===== src/rtl/regfile_wb_arbiter.sv =====
`default_nettype none
// ============================================================================
// Module      : regfile_wb_arbiter
// Description : Round-robin arbiter for the single integer register file write
//               port. At most one producer is granted per cycle. The granted
//               write is registered and presented to the register file one
//               cycle later. Writes to x0 are handshaked but not performed.
//               Optional macro RF_WB_FWD_EN adds two read-address compare
//               ports that flag a read colliding with the write in flight.
// Revision    : 1.0 - initial release
// ============================================================================
module regfile_wb_arbiter #(
  parameter int DATA_WIDTH = 64,
  parameter int ADDR_WIDTH = 5,
  parameter int NUM_REQ    = 3
) (
  input  logic                          clk,
  input  logic                          arst,
  input  logic                          i_hold,
  input  logic [NUM_REQ-1:0]            i_req_valid,
  input  logic [NUM_REQ*ADDR_WIDTH-1:0] i_req_addr,
  input  logic [NUM_REQ*DATA_WIDTH-1:0] i_req_data,
  output logic [NUM_REQ-1:0]            o_req_ready,
  output logic                          o_rf_write_en,
  output logic [ADDR_WIDTH-1:0]         o_rf_addr,
  output logic [DATA_WIDTH-1:0]         o_rf_write_data,
  output logic [15:0]                   o_wr_count
`ifdef RF_WB_FWD_EN
  ,
  input  logic [ADDR_WIDTH-1:0]         i_rd_addr_1,
  input  logic [ADDR_WIDTH-1:0]         i_rd_addr_2,
  output logic                          o_fwd_hit_1,
  output logic                          o_fwd_hit_2
`endif
);

  // NUM_REQ is at least 2, so the pointer is always at least one bit wide.
  localparam int PTR_W = $clog2(NUM_REQ);

  logic [ADDR_WIDTH-1:0] req_addr_arr [NUM_REQ];
  logic [DATA_WIDTH-1:0] req_data_arr [NUM_REQ];

  logic [PTR_W-1:0] rr_ptr;
  logic [PTR_W-1:0] grant_idx;
  logic [PTR_W-1:0] next_ptr;
  logic [PTR_W:0]   cand;
  logic             grant_any;

  // Split the flattened request buses into per-requester fields.
  genvar k;
  for (k = 0; k < NUM_REQ; k++) begin : g_unpack
    assign req_addr_arr[k] = i_req_addr[k*ADDR_WIDTH +: ADDR_WIDTH];
    assign req_data_arr[k] = i_req_data[k*DATA_WIDTH +: DATA_WIDTH];
  end

  // Scan from rr_ptr upward (wrapping) and grant the first valid requester.
  // Ready is derived from valid, hold and the pointer only.
  always_comb begin
    o_req_ready = '0;
    grant_idx   = '0;
    grant_any   = 1'b0;
    cand        = '0;
    if (!i_hold) begin
      for (int i = 0; i < NUM_REQ; i++) begin
        cand = {1'b0, rr_ptr} + (PTR_W+1)'(i);
        if (cand >= (PTR_W+1)'(NUM_REQ)) begin
          cand = cand - (PTR_W+1)'(NUM_REQ);
        end
        if (!grant_any && i_req_valid[cand[PTR_W-1:0]]) begin
          grant_any = 1'b1;
          grant_idx = cand[PTR_W-1:0];
        end
      end
      if (grant_any) begin
        o_req_ready[grant_idx] = 1'b1;
      end
    end
  end

  // Pointer moves to the requester just after the one granted.
  always_comb begin
    next_ptr = '0;
    if (grant_idx != PTR_W'(NUM_REQ - 1)) begin
      next_ptr = grant_idx + 1'b1;
    end
  end

  // Output register: capture the granted write; x0 writes keep wen low.
  always_ff @(posedge clk or posedge arst) begin
    if (arst) begin
      o_rf_write_en   <= 1'b0;
      o_rf_addr       <= '0;
      o_rf_write_data <= '0;
      rr_ptr          <= '0;
    end else if (grant_any) begin
      o_rf_write_en   <= (req_addr_arr[grant_idx] != '0);
      o_rf_addr       <= req_addr_arr[grant_idx];
      o_rf_write_data <= req_data_arr[grant_idx];
      rr_ptr          <= next_ptr;
    end else begin
      o_rf_write_en   <= 1'b0;
    end
  end

  // Count every cycle in which a real write is presented; wraps naturally.
  always_ff @(posedge clk or posedge arst) begin
    if (arst) begin
      o_wr_count <= '0;
    end else if (o_rf_write_en) begin
      o_wr_count <= o_wr_count + 16'd1;
    end
  end

`ifdef RF_WB_FWD_EN
  // Read port 1 collides with the write in flight (x0 never forwards).
  always_comb begin
    o_fwd_hit_1 = o_rf_write_en && (i_rd_addr_1 == o_rf_addr) && (i_rd_addr_1 != '0);
  end

  // Read port 2 collides with the write in flight (x0 never forwards).
  always_comb begin
    o_fwd_hit_2 = o_rf_write_en && (i_rd_addr_2 == o_rf_addr) && (i_rd_addr_2 != '0);
  end
`endif

endmodule
`default_nettype wire


===== config.mk =====
export PLATFORM = sky130hd
export DESIGN_NAME = regfile_wb_arbiter
export DESIGN_NICKNAME = d
export VERILOG_FILES = /design/src/rtl/regfile_wb_arbiter.sv
export SDC_FILE = /design/constraint.sdc
export NUM_CORES = 1
export LEC_CHECK = 0
export ABC_AREA = 1
export ABC_CLOCK_PERIOD_IN_PS = 3650
export BUFFER_PORTS_ARGS = -buffer_cell sky130_fd_sc_hd__buf_2
export CAP_MARGIN = 20
export CORE_AREA = 2 2 116 118
export DETAILED_ROUTE_END_ITERATION = 8
export DIE_AREA = 0 0 118 120
export PLACE_DENSITY = 0.72
export SYNTH_ARGS = -nofsm -noshare
export SYNTH_HDL_FRONTEND = slang
export SYNTH_SLANG_ARGS = --single-unit

===== constraint.sdc =====
create_clock -name clk -period 3.65 [get_ports clk]
set_clock_uncertainty 0.2 [all_clocks]
set_input_delay 0.1825 -clock clk [delete_from_list [all_inputs] [get_ports clk]]
set_output_delay 0.1825 -clock clk [all_outputs]
set_load 0.01 [all_outputs]

* Yosys cells after proc, flatten, opt, wreduce, memory -nomap -nowiden *
Cells that the tools add are included.

storage, ports and cells
  output and inout bits = 89
  RAM bits = 0
  word-level logic and storage cells = 65
  latch bits = 0
  ROM bits = 0
  input port bits = 213
  register bits after elaboration = 88
  memories kept = 0

cells by class
  bitwise logic cells = 1
  equal/unequal tests = 1
  reductions and logical operators = 6
  mux-type cells = 36
  shift-type cells = 0
  div/mod/pow operators = 0
  order comparisons = 9
  $mul = 0
  add/sub/neg operators = 7

operators with widths
  operator                                                               number
  64-bit binary-select mux with 2-bit select                             1
  64-bit two-way mux                                                     2
  2-bit two-way mux                                                      12
  16-bit by 1-bit adder with 16-bit output, second input constant        1
  2-bit by 3-bit < comparator with 1-bit output, second input constant   4
  1-bit two-way mux                                                      12
  5-bit binary-select mux with 2-bit select                              1
  5-bit two-way mux                                                      2
  1-bit binary-select mux with 2-bit select                              3
  3-bit by 2-bit >= comparator with 1-bit output, second input constant  2
  3-bit two-way mux                                                      2
  2-bit subtractor, second input constant                                3
  5-bit nonzero test                                                     1
  2-bit by 1-bit adder with 3-bit output, second input constant          1
  2-bit by 2-bit adder with 3-bit output, second input constant          1
  3-bit >= comparator, second input constant                             1
  1-bit logical AND                                                      3
  2-bit NOT with 3-bit output                                            1
  2-bit by 1-bit adder with 2-bit output, second input constant          1
  1-bit demux with 2-bit select                                          1
  2-bit by 1-bit >= comparator with 1-bit output, second input constant  1
  2-bit >= comparator, second input constant                             1
  1-bit logical NOT                                                      2
  2-bit != test, second input constant                                   1

* Logic depth before layout (Yosys ltp) *
Gate-level depths: netlist of the first run.

  depth in word-level cells = 22
  gate-level depth with buffers = 19
  depth with buffers taken out = 18

* Worst setup path before layout of the first run *
No wires, ideal clock.

  path type = flip-flop to flip-flop
  start = register rr_ptr[0]
  end = register o_rf_write_en
  data required time = 3.337 ns
  library setup time = 0.113 ns
  setup slack = 1.332 ns
  cell stages (with the launch flop) = 17
  arrival time = 2.005 ns
  buffers on the path = 2
  clock period less this slack = 2.318 ns
  path through = dfrtp_1 > inv_1 > ha_1 > buf_4 > inv_2 > nand2_1 > nand3_1 > nand2_1 > nand4_2 > nand2_4 > nand2_2 > buf_4 > and3_1 > nor2_1 > nand3_1 > nand2_1 > inv_1

on the way
  cells in the longest elaborated chain, start to end = 22
  elaborated cells between the ends (all ways) = 42
  classes of those cells = add/sub (5); order compare (3); mux (28); bitwise (1); reduce/logical (5)

ends and longest elaborated chain
  item                                                                                             line  text
  start, declared                                                                                  43    logic [PTR_W-1:0] rr_ptr;
  start signal, assigned                                                                           99    rr_ptr <= next_ptr;
  parallel branches: the longest is 21 deep, another holds 2-bit by 1-bit adder with 3-bit output  --
  1-bit two-way mux (*)                                                                            95    end else if (grant_any) begin
  end signal, assigned                                                                             96    o_rf_write_en <= (req_addr_arr[grant_idx] != '0);
  end, declared                                                                                    24    output logic o_rf_write_en,

Every way passes the cells marked *. The select of a mux whose other input is x is not followed.
A chain may end at the register's enable or synchronous reset.

* Final worst setup path of the first run *
  start = register rr_ptr[0]
  end = register o_rf_write_data[1]

on the way
  cells in the longest elaborated chain, start to end = 20
  elaborated cells between the ends (all ways) = 40
  classes of those cells = add/sub (5); order compare (3); mux (27); bitwise (1); reduce/logical (4)

ends and longest elaborated chain
  item                                                                                             line  text
  parallel branches: the longest is 20 deep, another holds 2-bit by 1-bit adder with 3-bit output  --
  end signal, assigned                                                                             98    o_rf_write_data <= req_data_arr[grant_idx];
  end, declared                                                                                    26    output logic [DATA_WIDTH-1:0] o_rf_write_data,

Parallel ways; which one is timed is not known. The select of a mux whose other input is x is not followed.

==> results of run 1 <==
[worst min path at each step]
stage / from / end / cells past startpoint
final: i_req_addr[6] / o_rf_addr[1]$_DFFE_PP0P_ / 5
after global routing: i_req_addr[3] / o_rf_addr[3]$_DFFE_PP0P_ / 5
after CTS: i_req_addr[6] / o_rf_addr[1]$_DFFE_PP0P_ / 5
after detailed placement: arst / o_rf_write_data[36]$_DFFE_PP0P_ / 3
after global placement: arst / o_rf_write_data[36]$_DFFE_PP0P_ / 3
after floorplan: i_req_data[14] / o_rf_write_data[14]$_DFFE_PP0P_ / 2
[worst register-to-register path: cells and delay by family, from the launching register on]
kind                     cells  cell delay [ns]
adder cells (fa/ha/maj)      1             0.45
AND/OR/NAND/NOR              8             1.10
flip-flops                   1             0.37
buffers and inverters        4             1.04
AO/OA/AOI/OAI                1             0.21
[timing repair]
action | CTS | global route
gates resized for setup | 0 | 4
hold buffers | 134 | 0
buffers inserted | 0 | 1
endpoints found under the hold margin | 152 | 0
endpoints found under the setup margin | 0 | 42
[cell type report]
type                            instances  area share [%]
Timing Repair Buffer                  446            36.8
Multi-Input combinational cell        457            28.5
Sequential cell                        88            27.3
Clock buffer                           14            3.40
Tap cell                              176            2.73
Inverter                               29            1.36
[routing by layer]
layer / GRT usage, % / up-vias / wire length [um]
li1: - / 2913 / -
met3: 5.75 / 55 / 1690
met1: 30.9 / 2963 / 7450
met2: 46.8 / 391 / 9960
met4: 13.6 / 0 / 653
met5: 0 / - / 0
[synthesized netlist by cell type (all sizes together), types with 6 or more instances]
cell type | instances | area (um^2)
dfrtp | 88 | 2200
nand4 | 25 | 163
inv | 28 | 105
buf | 34 | 234
a21oi | 42 | 210
a31oi | 43 | 269
xor2 | 8 | 70.1
a41oi | 8 | 77.6
nand3 | 72 | 365
xnor2 | 6 | 52.6
nand2 | 172 | 678
clkbuf | 7 | 26.3
nor2 | 65 | 268
[where the power goes]
group | switching [mW] | internal [mW]
Combinational | 2.29 | 1.88
Clock | 0.362 | 0.511
Sequential | 0.262 | 1.43
[cells by family after synthesis]
family	Yosys count	share of synthesized area (%)
xor gates and xnor gates	14	2.53
adders and majority gates	5	1.29
DFF	88	45.4
buffers and inverters	70	7.62
AOI/OAI and AO/OA	99	12.2
and+or+nand+nor	338	30.9
[state kept, by name, indices dropped and copies added (netlist names)]
register         cells
o_wr_count          16
o_rf_addr            5
o_rf_write_en        1
rr_ptr               2
o_rf_write_data     64
[cells in the final DEF, fill, tap and decap left out, drive strengths merged, types with 2 or more instances in the layout]
master	count
buf	312
nand2	172
dlygate4sd3	134
dfrtp	88
nand3	72
nor2	66
a31oi	43
a21oi	42
inv	27
nand4	25
clkbuf	14
xor2	8
a41oi	8
xnor2	6
ha	5
o21ai	5
nor3	2
clkinv	2
==> flow_summary.ini, run 1 <==
[outcome]
run_status = complete, no violations

[clock_network]
clock_sinks = 88
worst_setup_hold_path_clk_slew_ns = 0.06
clockBufferDepth = 2
ctsRootBufferMaster = clkbuf_16
clk_latency_ns = 0.33
cts_inserted_buffers = 9
cts_tree = done
cts_htree_levels = 3

[logic_synthesis]
postSynthCellCount = 614
synth_sequential_area_ratio_pct = 45.4
number_of_storage_elements_in_the_synthesis_netlist = 88
synth_cell_type_count = 31
ys_warn_count = 0
number_of_enable_type_register_cells_in_the_synthesized_netlist = 0
cell_area_synth_mm2 = 0.00485
mappedNetlistNets = 832
synthesis.area_per_instance_um2 = 7.89
postSynth.asyncResetShare_pct = 100
yosys_most_used_dff = dfrtp_1

[power]
power_density_mw_per_mm2 = 835
leakagePower_nw = 4.04
post-layout-total-power_mw = 6.74
vdd_ir_drop_max_mv = 0.413

[setup_path]
crit_path_start_kind = register
critical-path-top-cell-by-count = nand2_1
critical_path.max_stage_delay_ns = 0.58
cell_count_of_the_worst_reg_to_reg_path = 14
cp_data_arrival_time_ns = 3.50
critical_path_required_ns = 3.72
critical_path.cell_chain = inv_1, ha_1, inv_2, nand2_1, nand3_1, nand2_1, nand4_1, nand2_4, nand2_8, nor2_8, buf_4, nand2_1, a31oi_1, dlygate4sd3_1
critical_path_buf_inv_count = 4
crit_path_start = rr_ptr[0]$_DFFE_PP0P_
path_max_fanout = 32
r2r_slack_ns = 0.22
r2r_end = o_rf_write_data[1]$_DFFE_PP0P_
critPathSlowestCell = dlygate4sd3_1
worst_path_dominant_cell_family = simple AND/OR/NAND/NOR gates
worst_setup_path_endpoint = o_rf_write_data[1]$_DFFE_PP0P_
cp.depth = 14
worstSetupPathType = reg -> reg
worst_r2r_src = rr_ptr[0]$_DFFE_PP0P_
critPathCaptureType = register

[finish]
filler_cell_count = 1052
postLayoutCellArea_mm2 = 0.00807
final_layout_size_suffix_gt1_share_pct = 33.1
number_of_diodes_added_for_antenna_fixing = 0
nets = 1249
seqCellArea_mm2 = 0.00220
area_growth_syn_to_layout_pct = 66.5
layoutNonFillerInstCount = 1210
multiInputGateArea_mm2 = 0.00230
fin_util_pct = 62.2

[global_routing]
antenna_found_initial = 0
grt-ovfl-total = 0
grt_pass1_wl_um = 30400
track_usage_pct = 26.7
grt_pass1_vias = 6299
grt_max_degree = 89

[routing]
detailedRoute.firstIterationViolations = 451
route.final.wire_length_um = 19700
detail_route.wl_per_cell_um = 16.3
ant_nets = 0
via_per_inst = 5.22
drt_pre_antenna_iters = 4
drc_errors = 0
num_vias = 6322

[sta]
max_slew.worst_pin.slew_ns = 0.737
fin_crit_ns = 3.43
finalSetupTns_ns = 0
finalHoldViolations = 0
finalSetupViolCount = 0
worst_slack_ns = 0.223
finalCritPeriodShare_pct = 93.9
whs_ns = 0.0236
max_clock_freq_mhz = 292
drv_slew = 0
grt_setup_unrepaired = false
worst_slew_margin_rel_pct = 50.9

[floorplanning]
row_count = 42
coreArea_mm2 = 0.0130
pin_count = 302
fp.dieArea_mm2 = 0.0142
die_height_um = 120
initial_core_util_pct = 37.3
die_x_um = 118

[placement]
detailed_place_hpwl_um = 11900
placed_cells = 1060
numPortBuffers = 301
pre_cts_slack_ns = 0.556
globalplace.congestion = 0.891
postPlaceCellArea_mm2 = 0.00642

[min_path]
hp-class = in -> reg

[flow_run]
drv.max_cap_violation_count = 0
No activity file was read; power rests on OpenSTA's default activity.
==> run 2: changes to the inputs <==
--- a/config.mk
+++ b/config.mk
@@ -5,13 +5,13 @@
 export SDC_FILE = /design/constraint.sdc
 export NUM_CORES = 1
 export LEC_CHECK = 0
-export ABC_AREA = 1
+export ABC_AREA = 0
 export ABC_CLOCK_PERIOD_IN_PS = 3650
 export BUFFER_PORTS_ARGS = -buffer_cell sky130_fd_sc_hd__buf_2
 export CAP_MARGIN = 20
-export CORE_AREA = 2 2 116 118
+export CORE_AREA = 2 2 118 120
 export DETAILED_ROUTE_END_ITERATION = 8
-export DIE_AREA = 0 0 118 120
+export DIE_AREA = 0 0 120 122
 export PLACE_DENSITY = 0.72
 export SYNTH_ARGS = -nofsm -noshare
 export SYNTH_HDL_FRONTEND = slang
==> run 2 against run 1 <==
Against the previous run: setup slack worse by 0.071 ns; sequential power barely moved; total power increased by 3.9%; critical path type unchanged; via count is 6.5% higher; die area increased by 3.4%; global-route usage up 1.4 points; non-clock buffer count rose by 39; count of clock-buffer cells in the layout fell by 3; largest cell class unchanged; synthesized cell count is 2.8% lower; cell area grew 8.1%.
==> flow_summary.ini, run 2 <==
[global_routing]
grt_pass1_wl_um = 32500
grt_pass1_vias = 6715
grt_max_degree = 69
grt-ovfl-total = 0
track_usage_pct = 28.1
antenna_found_initial = 1

[routing]
route.final.wire_length_um = 21700
num_vias = 6735
drt_pre_antenna_iters = 6
ant_nets = 0
detail_route.wl_per_cell_um = 17.7
via_per_inst = 5.50
drc_errors = 0
detailedRoute.firstIterationViolations = 541

[outcome]
run_status = complete, no violations

[floorplanning]
pin_count = 302
row_count = 43
fp.dieArea_mm2 = 0.0146
die_x_um = 120
coreArea_mm2 = 0.0135
initial_core_util_pct = 37.8
die_height_um = 122

[placement]
globalplace.congestion = 0.821
detailed_place_hpwl_um = 12900
postPlaceCellArea_mm2 = 0.00675
pre_cts_slack_ns = 0.483
numPortBuffers = 301
placed_cells = 1041

[finish]
register_bank_with_the_most_flops = o_rf_write_data
layout.cells.most_common = buf_2
largest_register_ffs = 64
area_growth_syn_to_layout_pct = 71.0
layoutNonFillerInstCount = 1224
filler_cell_count = 1110
most-common-layout-cells = buf_2, dlygate4sd3_1, nand3_1, a21oi_1, dfrtp_1
nets = 1256
postLayoutCellArea_mm2 = 0.00873
fin_util_pct = 64.6
reg.largest.list = o_rf_write_data x64, o_wr_count x16, o_rf_addr x5
final_layout_size_suffix_gt1_share_pct = 34.3

[logic_synthesis]
number_of_storage_elements_in_the_synthesis_netlist = 88
synth_sequential_area_ratio_pct = 43.2
postSynthCellCount = 597
yosys_most_used_dff = dfrtp_1
yosysMostFrequentCell = nand3_1
postSynth.asyncResetShare_pct = 100
synthesis.area_per_instance_um2 = 8.55
synth_cell_type_count = 49
mappedNetlistNets = 815
ys_warn_count = 0
synth_top_cell_area_share_pct = 43.2
cell_area_synth_mm2 = 0.00510
synth_top_cells_by_area = dfrtp_1, nand3_1, a21oi_1
number_of_enable_type_register_cells_in_the_synthesized_netlist = 0
yosysTopAreaCell = dfrtp_1
netlist_top_cells_count = nand3_1, a21oi_1, dfrtp_1

[sta]
fin_crit_ns = 3.50
finalHoldViolations = 0
drv_slew = 0
finalSetupTns_ns = 0
grt_setup_unrepaired = true
whs_ns = 0.00813
finalSetupViolCount = 0
worst_slack_ns = 0.152
worst_slew_margin_rel_pct = 40.8
max_clock_freq_mhz = 286
max_slew.worst_pin.slew_ns = 0.888
finalCritPeriodShare_pct = 95.8

[clock_network]
clk_latency_ns = 0.34
cts_tree = done
ctsRootBufferMaster = clkbuf_16
cts_inserted_buffers = 9
clock_sinks = 88
cts_htree_levels = 3
clockBufferDepth = 2
worst_setup_hold_path_clk_slew_ns = 0.07

[setup_path]
critPathCaptureType = register
crit_path_start_kind = register
critical_path_required_ns = 3.68
cp_data_arrival_time_ns = 3.52
path_max_fanout = 33
worstSetupPathType = reg -> reg

[min_path]
hp-class = in -> reg

[flow_run]
drv.max_cap_violation_count = 0

[power]
power_density_mw_per_mm2 = 802
post-layout-total-power_mw = 7.00
leakagePower_nw = 4.05
vdd_ir_drop_max_mv = 0.607
[run 2: cell types whose count changed in the layout (fill, tap and decap cells not counted), moves of 28 or more]
cell / change
nand2_1: -145
a21oi_1: +58
a21o_1: +53
nand3_1: +50
a31oi_1: -42
dlygate4sd3_1: +28
[run 2: worst paths after layout]
path	endpoint	cells after the start	slack [ns]	startpoint
worst max-delay path	o_rf_write_data[4]$_DFFE_PP0P_	10	0.15	rr_ptr[0]$_DFFE_PP0P_
worst min-delay path	o_rf_write_data[31]$_DFFE_PP0P_	4	0.008	i_req_data[159]
worst max register to register	o_rf_write_data[4]$_DFFE_PP0P_	10	0.15	rr_ptr[0]$_DFFE_PP0P_
worst min register to register	o_rf_addr[3]$_DFFE_PP0P_	2	0.29	o_rf_addr[3]$_DFFE_PP0P_
max in group asynchronous	o_rf_write_data[21]$_DFFE_PP0P_	4	1.96	arst
min in group asynchronous	o_rf_write_data[28]$_DFFE_PP0P_	3	0.39	arst
[run 2: routing by layer]
layer  track usage [%]  vias to the layer above  routed length (um)
met5                 0                        -                   0
met4              14.8                        0                 868
met3              5.76                       89                1760
met2              50.0                      444               10900
met1              31.9                     3156                8100
li1                  -                     3046                   -
[run 2: power breakdown]
group | internal [mW] | total, mW | switching, mW
Sequential | 1.43 | 1.72 | 0.287
Clock | 0.504 | 0.918 | 0.414
Combinational | 1.84 | 4.36 | 2.52
[run 2: layout make-up]
type | count | area (um^2) | area share [%]
Timing Repair Buffer | 485 | 3320 | 38.1
Multi-Input combinational cell | 446 | 2650 | 30.4
Inverter | 8 | 32.5 | 0.373
Tap cell | 180 | 225 | 2.58
Clock buffer | 11 | 253 | 2.90
Clock inverter | 5 | 38.8 | 0.445
Antenna cell | 1 | 2.50 | 0.0287
Sequential cell | 88 | 2200 | 25.2
[run 2: worst max-delay path: stages, from the launching register on]
cell	delay [ns]
dfrtp_1	0.40
inv_1	0.08
ha_1	0.37
nand2b_4	0.17
a211o_1	0.28
a211oi_1	0.44
nor2_4	0.06
a21o_2	0.45
a21oi_1	0.28
a21oi_1	0.09
dlygate4sd3_1	0.55
[run 2: logic make-up after synthesis]
group	synth area share (%)
mux	0.809
buf+inv	5.44
fa+ha+maj	1.23
simple gates	22.9
compound gates	23.9
xor+xnor	2.57
flops	43.2
[run 2: what timing repair did]
item,4_1_cts,5_1_grt
hold buffers,162,0
hold endpoints to repair,136,0
setup buffers,0,4
gates resized for setup,0,5
setup endpoints to repair,0,16
==> run 3: changes to the inputs <==
--- a/config.mk
+++ b/config.mk
@@ -12,7 +12,7 @@
 export CORE_AREA = 2 2 118 120
 export DETAILED_ROUTE_END_ITERATION = 8
 export DIE_AREA = 0 0 120 122
-export PLACE_DENSITY = 0.72
+export PLACE_DENSITY_LB_ADDON = 0.15
 export SYNTH_ARGS = -nofsm -noshare
 export SYNTH_HDL_FRONTEND = slang
 export SYNTH_SLANG_ARGS = --single-unit
==> run 3 against run 2 <==
Against the previous run: setup slack lost 0.020 ns; fmax shrank 0.57%; worst hold slack gained 0.0063 ns; die area is the same; total power grew 2.5%; cell area grew 1.2%; sequential power is essentially flat; final cell count grew 0.33%; sequential share of layout area shrank 0.29 points; critical path depth grew 1; register-to-register slack lost 0.02 ns; critical path type unchanged; highest routed layer unchanged.
==> flow_summary.ini, run 3 (synthesis gave the netlist of run 2 again) <==
[routing]
drt_pre_antenna_iters = 5
via_per_inst = 5.51
route.final.wire_length_um = 21700
ant_nets = 0
detail_route.wl_per_cell_um = 17.7
drc_errors = 0
detailedRoute.firstIterationViolations = 441
num_vias = 6768

[setup_path]
critPathCaptureType = register
cp.depth = 11
cp_data_arrival_time_ns = 3.57
crit_path_start = rr_ptr[0]$_DFFE_PP0P_
critical_path.max_stage_delay_ns = 0.59
r2r_slack_ns = 0.13
critPathSlowestCell = dlygate4sd3_1
worst_setup_path_endpoint = o_rf_write_data[13]$_DFFE_PP0P_
worstSetupPathType = reg -> reg
path_max_fanout = 18
worst_path_dominant_cell_family = compound AO/OA/AOI/OAI gates
critical_path_buf_inv_count = 3
cell_count_of_the_worst_reg_to_reg_path = 11
r2r_end = o_rf_write_data[13]$_DFFE_PP0P_
critical_path_required_ns = 3.70
crit_path_start_kind = register
critical_path.cell_chain = inv_1, ha_1, nand2b_4, a21oi_2, o32ai_2, o21a_4, buf_4, nand3_1, a21o_1, dlygate4sd3_1, a21oi_1
worst_r2r_src = rr_ptr[0]$_DFFE_PP0P_

[floorplanning]
coreArea_mm2 = 0.0135
die_x_um = 120
fp.dieArea_mm2 = 0.0146
row_count = 43
initial_core_util_pct = 37.8
die_height_um = 122
pin_count = 302

[finish]
layout.cells.most_common = buf_2
nets = 1260
reg.largest.list = o_rf_write_data x64, o_wr_count x16, o_rf_addr x5
filler_cell_count = 1116
area_growth_syn_to_layout_pct = 73.0
largest_register_ffs = 64
register_bank_with_the_most_flops = o_rf_write_data
final_layout_size_suffix_gt1_share_pct = 34.1
most-common-layout-cells = buf_2, dlygate4sd3_1, nand3_1, a21oi_1, dfrtp_1

[power]
power_density_mw_per_mm2 = 812
vdd_ir_drop_max_mv = 0.466
leakagePower_nw = 4.08
post-layout-total-power_mw = 7.17

[global_routing]
grt_max_degree = 59
track_usage_pct = 28.7
grt_pass1_vias = 6679
grt-ovfl-total = 0
antenna_found_initial = 1
grt_pass1_wl_um = 32900

[clock_network]
clk_latency_ns = 0.34
cts_htree_levels = 3
clock_sinks = 88
clockBufferDepth = 2
cts_inserted_buffers = 9
cts_tree = done
worst_setup_hold_path_clk_slew_ns = 0.06
ctsRootBufferMaster = clkbuf_16

[flow_run]
drv.max_cap_violation_count = 0

[sta]
whs_ns = 0.0145
max_clock_freq_mhz = 284
finalCritPeriodShare_pct = 96.4
finalSetupTns_ns = 0
fin_crit_ns = 3.52
grt_setup_unrepaired = false
drv_slew = 0
worst_slew_margin_rel_pct = 45.3
finalHoldViolations = 0
finalSetupViolCount = 0
max_slew.worst_pin.slew_ns = 0.821

[outcome]
run_status = complete, no violations

[placement]
numPortBuffers = 301
globalplace.congestion = 0.859
detailed_place_hpwl_um = 13600

[min_path]
hp-class = in -> reg
## run 3: cell types whose count changed in the layout (fill, tap and decap cells not counted), moves of 2 or more
cell | previous run | this run
dlygate4sd3_1 | 162 | 167
buf_4 | 19 | 16
buf_12 | 2 | 4
clkinvlp_4 | 1 | 3
inv_6 | 2 | 0
## run 3: repair_timing
action                                  CTS  global route
gates resized for setup                   0             6
hold endpoints to repair                 86             0
endpoints found under the setup margin    0            36
setup buffers                             0             5
hold buffers                            167             0
## run 3: worst min path at each step
| stage | cells past startpoint | end | from |
|---|---|---|---|
| detailed placement | 2 | o_rf_write_data[35]$_DFFE_PP0P_ | arst |
| finish | 4 | o_rf_write_data[44]$_DFFE_PP0P_ | i_req_data[108] |
| global route | 4 | o_rf_write_data[59]$_DFFE_PP0P_ | i_req_data[187] |
| floorplan | 2 | o_rf_write_data[14]$_DFFE_PP0P_ | i_req_data[142] |
| global placement | 2 | o_rf_write_data[37]$_DFFE_PP0P_ | arst |
| CTS | 4 | o_rf_write_data[54]$_DFFE_PP0P_ | i_req_data[118] |
## run 3: final cells by class
type	count	area (um^2)	area share, %
diodes	2	5.00	0.0567
clock buffers	10	239	2.71
clock inverters	5	57.6	0.652
inverters	8	31.3	0.354
multi-input cells	446	2680	30.3
flip-flops and latches	88	2200	24.9
well taps	180	225	2.55
repair buffers	489	3390	38.4
## run 3: where the power goes
part           internal, mW  leakage (nW)  switching [mW]  total, mW
combinational          1.92          2.90            2.61       4.53
sequential             1.43          1.04           0.287       1.72
clock                 0.544         0.137           0.379      0.923
## run 3: worst reg2reg max path, cell delays in order (launching register included)
cell and delay (ns):
dfrtp_1 0.41, inv_1 0.09, ha_1 0.37, nand2b_4 0.17, a21oi_2 0.09, o32ai_2 0.43
o21a_4 0.29, buf_4 0.27, nand3_1 0.15, a21o_1 0.19, dlygate4sd3_1 0.59, a21oi_1 0.19
## run 3: through the flow
step,worst slack [ns],cell area [um^2],std cells,util [%]
2_1_floorplan,0.985,5100,597,-
3_3_place_gp,0.561,6770,1039,50.2
3_5_place_dp,0.448,6770,1039,50.2
4_1_cts,0.0173,8740,1221,64.7
5_1_grt,0.00172,8830,1227,65.4
6_report,0.132,8830,1228,65.4
## run 3: routing by layer
layer | vias to the layer above | share of wire, % | GRT usage (%) | wire length [um]
li1 | 3050 | - | - | -
met1 | 3252 | 38 | 33.4 | 8230
met2 | 388 | 51 | 50.5 | 11000
met3 | 78 | 7.3 | 4.45 | 1590
met4 | 0 | 4.2 | 16.1 | 917
met5 | - | 0 | 0 | 0
